--- src/rtl/generate_serializer.sv ---
// ============================================================================
// generate_serializer
//   Parallel-in, serial-out transmitter. A BITS-wide word is taken over a
//   valid/ready handshake and shifted out LSB-first, one bit per clock, with
//   frame_start on bit 0 and done on bit BITS-1. Back-to-back frames are
//   supported by accepting the next word on the last bit of the current one.
//
// Ports:
//   clk          in   rising-edge clock
//   reset        in   synchronous, active-high reset
//   data_in      in   [BITS-1:0] parallel word to transmit
//   load_valid   in   data_in is valid this cycle
//   load_ready   out  word is accepted at this edge when load_valid is high
//   serial_out   out  current serial bit (LSB first), 0 when idle
//   serial_valid out  serial_out carries a frame bit
//   frame_start  out  first bit (bit 0) of a frame
//   done         out  last bit (bit BITS-1) of a frame
//
// The serial outputs and load_ready are combinational decodes of the state,
// bit counter and shift register LSB, so bit 0 of a word accepted at edge k
// appears in the cycle right after edge k.
// ============================================================================
`timescale 1ns/1ps

module generate_serializer #(
    parameter int unsigned BITS = 4
) (
    input  logic            clk,
    input  logic            reset,
    input  logic [BITS-1:0] data_in,
    input  logic            load_valid,
    output logic            load_ready,
    output logic            serial_out,
    output logic            serial_valid,
    output logic            frame_start,
    output logic            done
);

    localparam int unsigned   CNT_W = (BITS > 1) ? $clog2(BITS) : 1;
    localparam logic [CNT_W-1:0] LAST = CNT_W'(BITS - 1);

    typedef enum logic {
        IDLE  = 1'b0,
        SHIFT = 1'b1
    } state_t;

    state_t             r_state;
    state_t             w_state_nxt;
    logic [CNT_W-1:0]   r_count;
    logic [CNT_W-1:0]   w_count_nxt;
    logic [BITS-1:0]    r_shreg;
    logic               w_accept;
    logic               w_shifting;

    // State and bit-counter register
    always_ff @(posedge clk) begin
        if (reset) begin
            r_state <= IDLE;
            r_count <= '0;
        end else begin
            r_state <= w_state_nxt;
            r_count <= w_count_nxt;
        end
    end

    // Next-state, counter and output decode
    always_comb begin
        w_state_nxt  = r_state;
        w_count_nxt  = r_count;
        w_accept     = 1'b0;
        load_ready   = 1'b0;
        serial_out   = 1'b0;
        serial_valid = 1'b0;
        frame_start  = 1'b0;
        done         = 1'b0;

        case (r_state)
            IDLE: begin
                load_ready = 1'b1;
                w_accept   = load_valid;
                if (load_valid) begin
                    w_state_nxt = SHIFT;
                    w_count_nxt = '0;
                end
            end

            SHIFT: begin
                serial_valid = 1'b1;
                serial_out   = r_shreg[0];
                frame_start  = (r_count == '0);
                done         = (r_count == LAST);
                // Ready only on the last bit so the next frame follows gaplessly
                load_ready   = (r_count == LAST);
                w_accept     = load_valid && (r_count == LAST);
                if (r_count == LAST) begin
                    w_count_nxt = '0;
                    w_state_nxt = (load_valid) ? SHIFT : IDLE;
                end else begin
                    w_count_nxt = r_count + CNT_W'(1);
                end
            end

            default: begin
                w_state_nxt = IDLE;
                w_count_nxt = '0;
            end
        endcase
    end

    assign w_shifting = (r_state == SHIFT);

    // Shift register: one flop process per bit; a load wins over a shift
    for (genvar i = 0; i < int'(BITS); i++) begin : g_bit
        if (i < int'(BITS) - 1) begin : g_inner
            always_ff @(posedge clk) begin
                if (reset) begin
                    r_shreg[i] <= 1'b0;
                end else if (w_accept) begin
                    r_shreg[i] <= data_in[i];
                end else if (w_shifting) begin
                    r_shreg[i] <= r_shreg[i+1];
                end
            end
        end else begin : g_msb
            // MSB fills with zero as the word drains toward bit 0
            always_ff @(posedge clk) begin
                if (reset) begin
                    r_shreg[i] <= 1'b0;
                end else if (w_accept) begin
                    r_shreg[i] <= data_in[i];
                end else if (w_shifting) begin
                    r_shreg[i] <= 1'b0;
                end
            end
        end
    end

endmodule

--- config.mk ---
export PLATFORM = sky130hd
export DESIGN_NAME = generate_serializer
export DESIGN_NICKNAME = d
export VERILOG_FILES = /design/src/rtl/generate_serializer.sv
export SDC_FILE = /design/constraint.sdc
export NUM_CORES = 1
export LEC_CHECK = 0
export ABC_AREA = 1
export BUFFER_PORTS_ARGS = -buffer_cell sky130_fd_sc_hd__buf_4
export CAP_MARGIN = 10
export CORE_AREA = 2 2 39 41
export CTS_BUF_LIST = sky130_fd_sc_hd__clkbuf_16
export CTS_CLUSTER_DIAMETER = 80
export DETAILED_ROUTE_END_ITERATION = 6
export DIE_AREA = 0 0 41 43
export PLACE_DENSITY = 0.5
export SLEW_MARGIN = 10
export SYNTH_ARGS = -nofsm -noshare
export SYNTH_HDL_FRONTEND = slang
export SYNTH_SLANG_ARGS = --single-unit
export TNS_END_PERCENT = 20
--- constraint.sdc ---
create_clock -name clk -period 3.8 [get_ports clk]
set_clock_uncertainty 0.2 [all_clocks]
set_input_delay 0.19 -clock clk [delete_from_list [all_inputs] [get_ports clk]]
set_output_delay 0.19 -clock clk [all_outputs]
set_load 0.02 [all_outputs]
==> reports/metrics.cfg, run 1 <==
[die]
chipWidth_um=41
coreArea_mm2=0.00138
num_rows=14
fp.dieArea_mm2=0.00176
initial_utilization_pct=28.1
die_h_um=43
io-pin-count=12

[logic_synthesis]
synth_seq_cells=7
synth_fa_ha_area_share_pct=9.65
synth-seq-area-share_pct=36.0
yosysUniqueCellTypes=11
syn_area_um2=389
syn-instance-count=57
ys_warn_count=0
syn_nets=67
synth_top_family_by_area=simple AND/OR/NAND/NOR gates
synth_xor_area_share_pct=0
synth_compound_area_share_pct=14.1
synth_top_area_share_pct=36.0
muxShareOfSynthArea_pct=0
yosysTopAreaCell=dfxtp_1
synthTopCellsByArea=dfxtp_1, inv_1, ha_1, nand2_1, a21oi_1
synthSimpleGateAreaFrac_pct=26.4
avgSynthCellArea_um2=6.83

[timing]
hold_viol_final=0
maxSlewViolCount=0
tightestPinTransition_ns=0.373
slew_headroom_pct=75.1
hold_slack_ns=0.0348
setup_tns_ns=0
min_period_ns=1.48
fin_crit_sh_pct=38.8
rsz0062_at_grt=no
max_freq_ghz=0.677
setup-violations-final=0

[finish]
final_cells=88
diodes=0
fin_nets=83
area_delta_synth_final_pct=47.9
design_area_um2=576
fillers=157
drive_gt1_share_pct=22.2

[clock_tree]
cts_buffer_depth=2
cts_hold_buf=1
htree_levels=1
cts_root_buf=clkbuf_16
cts_num_sinks=7
clk_pin_slew_ns=0.04
clock_latency_ns=0.23
cts_buffers=3
cts-resized-gates=0
cts_tree=done
cts_setup_buffers=0

[setup_path]
max_stage_delay_ns=0.34
ff2ff_setup_slack_ns=2.51
crit_family=flip-flops
startpoint_type=flip-flop
slowest_stage=dfxtp_1
critical_path_arrival_ns=1.09
cp_cell_sequence=inv_1, ha_1, nand2_1, inv_1, buf_4
worstSetupPathType=reg2out
rr_endpoint=r_shreg[1]$_SDFFE_PP0P_
critical_path_peak_fanout=3
crit_top_cell=inv_1
r2r-start=r_count[1]$_SDFFE_PP0P_
crit_required_ns=3.41
r2r_cells=7
end_kind=output port
path_buf_inv=3
path_depth=5

[power_and_ir_drop]
leakage_uw=0.000298
ir_worst_vdd_v=0.000237
power.density_mw_per_mm2=515
p_total_uw=296

[grt]
antenna_found_initial=0
grt_max_degree=10
grt_pass1_wl_um=1340
grt-ovfl-total=0
grt_usage_pct=11.4
grt_pass1_vias=335

[place]
gp_congestion=0.718
placed_area_um2=487
io_buffers=11
place_hpwl_um=572
dp.cells=83

[min_path]
hold_depth=3
hp-class=in2reg
min_to=r_shreg[3]$_SDFFE_PP0P_
hold_start=data_in[3]

[routing]
drcViolationCount=0
vias=397
drt-initial-drc-count=1
via_per_inst=4.51
wl_per_cell_um=8.97
ant_nets=0
wl_um=789
drt_first_pass_iters=4

[outcome]
outcome=finished clean

[run]
max_cap_viol_count=0

-- report_power, final --
| group | switching (µW) | leakage, µW | internal, µW | total (µW) |
|---|---|---|---|---|
| Combinational | 19.6 | 0.000198 | 16.3 | 36.0 |
| Clock | 39.1 | 0.0000423 | 137 | 176 |
| Sequential | 4.98 | 0.0000578 | 79.3 | 84.3 |
-- cells in the mapped netlist --
cell / n
inv_1: 13
nand2_4: 1
dfxtp_1: 7
o21ai_0: 4
a21oi_1: 7
nand2_1: 10
nor2_4: 1
ha_1: 3
buf_2: 1
nor2_1: 6
nand3_1: 4
-- state kept, by name (all words and copies together), names as in the netlist --
name	cells
r_shreg	4
r_count	2
r_state	1
-- tightest hold or removal path, stage by stage --
cell	delay, ns
buf_4	0.10
nand3_1	0.07
a21oi_1	0.05
-- cells by family after synthesis --
group	count (synthesis)
buffers and inverters	14
DFF	7
and+or+nand+nor	22
AOI/OAI and AO/OA	11
adders and majority gates	3
-- cells in the final DEF, fill, tap and decap left out --
cell type,n
buf_4,11
nand2_1,10
clkbuf_16,3
dfxtp_1,7
nor2_1,6
inv_1,14
dlygate4sd3_1,1
o21ai_0,4
ha_1,3
nand3_1,4
nor2_4,1
a21oi_1,7
nand2_4,1
-- worst max-delay path by stage --
stage	startpoint	to	slack [ns]
floorplan	r_state$_SDFF_PP0_	r_count[0]$_SDFFE_PP0P_	2.49
global placement	r_count[1]$_SDFFE_PP0P_	r_shreg[0]$_SDFFE_PP0P_	2.50
detailed placement	r_count[1]$_SDFFE_PP0P_	r_shreg[1]$_SDFFE_PP0P_	2.50
CTS	r_count[0]$_SDFFE_PP0P_	frame_start	2.31
global route	r_count[1]$_SDFFE_PP0P_	frame_start	2.22
finish	r_count[0]$_SDFFE_PP0P_	frame_start	2.32
-- metal layers --
metal	global-route usage [%]	wire length, µm	vias up
met2	15.9	349	15
met1	14.5	359	173
met3	1.57	59	4
met4	10.0	21	0
li1	-	-	205
met5	0	0	-
-- through the flow --
step                worst slack (ns)  util [%]
floorplan                       2.49         -
global placement                2.50      35.2
detailed placement              2.50      35.2
CTS                             2.31      41.6
global route                    2.22      41.6
finish                          2.32      41.6
-- layout make-up --
type / count / area [µm²] / share of cell area (%)
clock inverters: 1 / 3.75 / 0.652
clock buffers: 3 / 75.1 / 13.0
flip-flops and latches: 7 / 140 / 24.3
well taps: 16 / 20.0 / 3.48
inverters: 13 / 48.8 / 8.48
repair buffers: 12 / 92.6 / 16.1
multi-input cells: 36 / 195 / 33.9
No activity file was read; power rests on OpenSTA's default activity.
==> run 2: changes to the inputs <==
PLACE_DENSITY = 0.52   (was 0.5)
clock period = 1.3 ns   (was 3.8 ns; I/O delays follow)
==> reports/metrics.cfg, run 2 (synthesized netlist as in run 1, its figures left out) <==
[timing]
maxSlewViolCount=0  ; unchanged
slew_headroom_pct=85.3  ; was 75.1%
hold_slack_ns=-0.0178  ; was 0.0348 ns
max_freq_ghz=0.784
hold_viol_final=2  ; was 0
setup-violations-final=0  ; unchanged
rsz0062_at_grt=yes  ; was no
tightestPinTransition_ns=0.220  ; was 0.373 ns
min_period_ns=1.28
fin_crit_sh_pct=98.1
finalWorstSetupSlack_ns=0.0248  ; was 2.32 ns

[clock_tree]
clock_latency_ns=0.23  ; about the same
htree_levels=1  ; unchanged
cts_buffer_depth=2  ; unchanged
cts_root_buf=clkbuf_16  ; unchanged
cts_buffers=3  ; unchanged
cts_num_sinks=7  ; unchanged
cts_tree=done  ; unchanged
clk_pin_slew_ns=0.04  ; about the same

[setup_path]
r2r_cells=7  ; unchanged
end_kind=output port  ; unchanged
rr_endpoint=r_shreg[2]$_SDFFE_PP0P_  ; was r_shreg[1]$_SDFFE_PP0P_
critical_path_arrival_ns=1.01  ; was 1.09 ns
crit_family=flip-flops  ; unchanged
max_stage_delay_ns=0.35  ; was 0.34 ns
startpoint_type=flip-flop  ; unchanged
cp_cell_sequence=ha_2, nand2_1, inv_1, buf_4  ; was inv_1, ha_1, nand2_1, inv_1, buf_4
path_buf_inv=2  ; was 3
ff2ff_setup_slack_ns=0.05  ; was 2.51 ns
crit_required_ns=1.03  ; was 3.41 ns
r2r-start=r_count[0]$_SDFFE_PP0P_  ; was r_count[1]$_SDFFE_PP0P_
worstSetupPathType=reg2out  ; unchanged
critical_path_peak_fanout=3  ; unchanged
slowest_stage=dfxtp_2  ; was dfxtp_1

[die]
chipWidth_um=41  ; unchanged
coreArea_mm2=0.00138  ; unchanged
fp.dieArea_mm2=0.00176  ; unchanged
die_h_um=43  ; unchanged
io-pin-count=12  ; unchanged
num_rows=14  ; unchanged
initial_utilization_pct=28.1  ; unchanged

[place]
place_hpwl_um=559  ; was 572 µm
gp_congestion=0.671  ; was 0.718
place_ws_ns=0.0291  ; was 2.50 ns
io_buffers=11  ; unchanged

[finish]
reg.largest.list=r_shreg (4), r_count (2), r_state (1)  ; unchanged
diodes=0  ; unchanged
layout.cells.most_common_list=inv_1, buf_4, nand2_1, a21oi_1, dlygate4sd3_1  ; was inv_1, buf_4, nand2_1, a21oi_1, dfxtp_1
utilization_pct=48.2  ; was 41.6%
largest_reg_flops=4  ; unchanged
area_delta_synth_final_pct=71.4  ; was 47.9%
drive_gt1_share_pct=34.2  ; was 22.2%
fin_nets=90  ; was 83
final_common_cell=inv_1  ; unchanged
largest-register=r_shreg  ; unchanged

[min_path]
hold_start=load_valid  ; was data_in[3]
min_to=r_count[1]$_SDFFE_PP0P_  ; was r_shreg[3]$_SDFFE_PP0P_
hp-class=in2reg  ; unchanged
hold_depth=4  ; was 3

[routing]
drcViolationCount=0  ; unchanged
drt_first_pass_iters=3  ; was 4
drt-initial-drc-count=2  ; was 1
via_per_inst=4.22  ; was 4.51
wl_per_cell_um=9.39  ; was 8.97 µm
ant_nets=0  ; unchanged
wl_um=892  ; was 789 µm
vias=401  ; was 397

[run]
max_cap_viol_count=0  ; unchanged

[grt]
grt_pass1_vias=313  ; was 335
grt_usage_pct=12.6  ; was 11.4%
grt_pass1_wl_um=1310  ; was 1340 µm
grt_max_degree=10  ; unchanged
grt-ovfl-total=0  ; unchanged
antenna_found_initial=0  ; unchanged

[power_and_ir_drop]
power.density_mw_per_mm2=1350  ; was 515 mW/mm²
ir_worst_vdd_v=0.000766  ; was 0.000237 V
p_total_uw=901  ; was 296 µW
leakage_uw=0.000329  ; was 0.000298 µW

[outcome]
violations=negative hold slack
outcome=finished, violations left  ; was finished clean

run 2: changes by cell type in the layout (fill, tap and decap cells not counted), sizes merged:
cell / delta
buf: +1
dlygate4sd3: +6
run 2: metal layers:
layer / wire [µm] / vias to the layer above / part of all wire (%) / global-route usage, %
met1: 429 / 164 / 48 / 15.2
met5: 0 / - / 0 / 0
met2: 366 / 12 / 41 / 14.1
met3: 63 / 5 / 7.1 / 7.85
li1: - / 220 / - / -
met4: 32 / 0 / 3.6 / 12.0
run 2: layout make-up:
cell class / instances / area (µm²)
fill: 141 / 717
multi-input combinational: 36 / 208
timing repair buffer: 19 / 168
sequential: 7 / 144
clock buffer: 3 / 75.1
inverter: 13 / 48.8
tap: 16 / 20.0
clock inverter: 1 / 3.75
run 2: what timing repair did:
item,in CTS,in global routing
resized for setup,5,6
pin swaps,0,1
setup buffers,0,1
hold endpoints to repair,7,1
setup endpoints to repair,2,6
hold buffers,6,1
run 2: metrics by stage:
step,hold WS [ns],area (µm²),setup TNS (ns),cells
after detailed placement,0.0545,488,0,83
final,-0.0178,667,0,95
after global placement,0.0504,488,0,83
after CTS,-0.0343,636,0,93
after floorplan,-0.0733,390,0,57
after global routing,0.0123,667,-0.0988,95
run 2: tightest hold or removal path: cells and delay by family:
family	cells	cell delay (ns)
AOI/OAI and AO/OA	1	0.05
buffers and inverters	1	0.15
and+or+nand+nor	2	0.11
run 2: power breakdown:
part	switching (µW)	leakage, µW	internal, µW
registers	15.7	0.0000588	233
logic	63.0	0.000228	67.4
clock network	121	0.0000423	400
run 2: worst max path at each step:
stage / slack (ns) / cells past startpoint / endpoint / from
2_1_floorplan: 0.10 / 7 / r_shreg[0]$_SDFFE_PP0P_ / r_count[0]$_SDFFE_PP0P_
4_1_cts: 0.005 / 4 / load_ready / r_count[0]$_SDFFE_PP0P_
6_report: 0.02 / 4 / done / r_count[0]$_SDFFE_PP0P_
5_1_grt: -0.02 / 7 / r_shreg[1]$_SDFFE_PP0P_ / r_count[0]$_SDFFE_PP0P_
3_5_place_dp: 0.03 / 7 / r_shreg[2]$_SDFFE_PP0P_ / r_count[0]$_SDFFE_PP0P_
3_3_place_gp: 0.04 / 7 / r_shreg[2]$_SDFFE_PP0P_ / r_count[0]$_SDFFE_PP0P_
==> run 3: changes to the inputs <==
CELL_PAD_IN_SITES_DETAIL_PLACEMENT = 2   (was not set)
CELL_PAD_IN_SITES_GLOBAL_PLACEMENT = 2   (was not set)
CORE_AREA = not set   (was 2 2 39 41)
CORE_ASPECT_RATIO = 0.9   (was not set)
CORE_UTILIZATION = 21   (was not set)
DIE_AREA = not set   (was 0 0 41 43)
PLACE_DENSITY = 0.67   (was 0.52)
==> reports/metrics.cfg, run 3 (synthesized netlist as in run 1, its figures left out) <==
[outcome]
outcome=finished, violations left  ; unchanged
violations=negative hold slack  ; unchanged

[finish]
fin_nets=88  ; was 90
area_delta_synth_final_pct=68.2  ; was 71.4%
reg.largest.list=r_shreg (4), r_count (2), r_state (1)  ; unchanged
drive_gt1_share_pct=33.8  ; was 34.2%
final_cells=101  ; was 95
largest-register=r_shreg  ; unchanged
layout.cells.most_common_list=inv_1, buf_4, nand2_1, a21oi_1, nor2_1  ; was inv_1, buf_4, nand2_1, a21oi_1, dlygate4sd3_1
fillers=207  ; was 141
multiInputGateArea_um2=203  ; was 208 µm²
largest_reg_flops=4  ; unchanged
design_area_um2=654  ; was 667 µm²
utilization_pct=38.5  ; was 48.2%
final_common_cell=inv_1  ; unchanged
regArea_um2=146  ; was 144 µm²
diodes=0  ; unchanged

[power_and_ir_drop]
ir_worst_vdd_v=0.000858  ; was 0.000766 V
power.density_mw_per_mm2=1350  ; about the same
leakage_uw=0.000320  ; was 0.000329 µW

[die]
num_rows=14  ; unchanged
fp.dieArea_mm2=0.00203  ; was 0.00176 mm²
chipWidth_um=47.4  ; was 41 µm
initial_utilization_pct=22.9  ; was 28.1%
io-pin-count=12  ; unchanged
die_h_um=42.8  ; was 43 µm
coreArea_mm2=0.00170  ; was 0.00138 mm²

[grt]
grt_pass1_wl_um=1850  ; was 1310 µm
grt_max_degree=10  ; unchanged
grt_usage_pct=12.8  ; was 12.6%
antenna_found_initial=0  ; unchanged
grt_pass1_vias=420  ; was 313
grt-ovfl-total=0  ; unchanged

[timing]
slew_headroom_pct=87.1  ; was 85.3%
hold_slack_ns=-0.00511  ; was -0.0178 ns
rsz0062_at_grt=yes  ; unchanged
max_freq_ghz=0.790  ; was 0.784 GHz
maxSlewViolCount=0  ; unchanged
min_period_ns=1.27  ; was 1.28 ns
tightestPinTransition_ns=0.194  ; was 0.220 ns
hold_viol_final=1  ; was 2
setup-violations-final=0  ; unchanged
fin_crit_sh_pct=97.4  ; was 98.1%

[setup_path]
end_kind=output port  ; unchanged
startpoint_type=flip-flop  ; unchanged
crit_required_ns=1.03  ; about the same
critPathCapture=frame_start  ; was done
critical_path_peak_fanout=3  ; unchanged
worstSetupPathType=reg2out  ; unchanged
critical_path_arrival_ns=1.00  ; was 1.01 ns
ff2ff_setup_slack_ns=0.05  ; about the same
rr_endpoint=r_shreg[2]$_SDFFE_PP0P_  ; unchanged
r2r_cells=7  ; unchanged
r2r-start=r_count[0]$_SDFFE_PP0P_  ; unchanged
crit_start=r_count[0]$_SDFFE_PP0P_  ; unchanged

[clock_tree]
cts_buffer_depth=2  ; unchanged
clk_pin_slew_ns=0.04  ; about the same
clock_latency_ns=0.23  ; about the same
htree_levels=1  ; unchanged
cts_buffers=3  ; unchanged
cts_root_buf=clkbuf_16  ; unchanged
cts_tree=done  ; unchanged
cts_setup_buffers=0  ; unchanged
cts_num_sinks=7  ; unchanged

[routing]
wl_um=1080  ; was 892 µm
drt-initial-drc-count=4  ; was 2
vias=412  ; was 401
via_per_inst=4.08  ; was 4.22
drt_first_pass_iters=2  ; was 3
drcViolationCount=0  ; unchanged
wl_per_cell_um=10.7  ; was 9.39 µm
ant_nets=0  ; unchanged

[place]
io_buffers=11  ; unchanged
dp.cells=92  ; was 83
gp_congestion=0.652  ; was 0.671
placed_area_um2=505  ; was 488 µm²
place_hpwl_um=759  ; was 559 µm

[min_path]
hp-class=in2reg  ; unchanged

[run]
max_cap_viol_count=0  ; unchanged

## run 3: cell types whose count changed in the layout (fill, tap and decap cells not counted)
cell,previous run,this run
dlygate4sd3_1,7,5
dfxtp_2,3,2
dfxtp_4,0,1
nand3_1,3,4
nand3_2,1,0
## run 3: timing repair
| item | 4_1_cts | 5_1_grt |
|---|---|---|
| pin swaps | 0 | 1 |
| hold buffers | 4 | 1 |
| gates resized for setup | 7 | 4 |
| hold endpoints to repair | 5 | 1 |
| endpoints found under the setup margin | 4 | 7 |
## run 3: metrics by stage
stage                     setup TNS, ns  power [µW]  setup WS (ns)
final                                 0         887         0.0343
after global routing             -0.144         929        -0.0679
after CTS                             0         897        0.00510
after detailed placement       -0.00646         363       -0.00646
after global placement                0         361         0.0288
after floorplan                       0         314          0.104
## run 3: how the worst min path moves through the flow
| stage | from | to | slack [ns] | cells after the start |
|---|---|---|---|---|
| floorplan | reset | r_state$_SDFF_PP0_ | -0.07 | 1 |
| global placement | reset | r_state$_SDFF_PP0_ | 0.06 | 2 |
| detailed placement | reset | r_state$_SDFF_PP0_ | 0.06 | 2 |
| CTS | load_valid | r_shreg[3]$_SDFFE_PP0P_ | -0.03 | 3 |
| global route | load_valid | r_count[1]$_SDFFE_PP0P_ | 0.02 | 4 |
| finish | load_valid | r_count[1]$_SDFFE_PP0P_ | -0.005 | 4 |
## run 3: where the power goes
part / internal (µW) / switching, µW / total [µW]
combinational: 63.0 / 67.5 / 130
clock: 399 / 110 / 509
sequential: 233 / 14.4 / 247
## run 3: metal layers
metal	part of all wire, %	vias up	track usage, %
li1	-	215	-
met1	49	187	17.5
met2	47	10	19.2
met3	3.7	0	5.11
met4	0	0	1.71
met5	0	-	0
## run 3: cell type report
cell class / instances / area share (%)
clock buffers: 3 / 11.5
well taps: 24 / 4.59
multi-input cells: 36 / 31.0
repair buffers: 17 / 22.6
flip-flops and latches: 7 / 22.4
clock inverters: 1 / 0.574
inverters: 13 / 7.46
## run 3: critical path: stages, from the launching register on
cell and delay (ns):
dfxtp_2 0.35, inv_2 0.05, ha_2 0.16, nand2_1 0.06, inv_1 0.04, buf_6 0.12
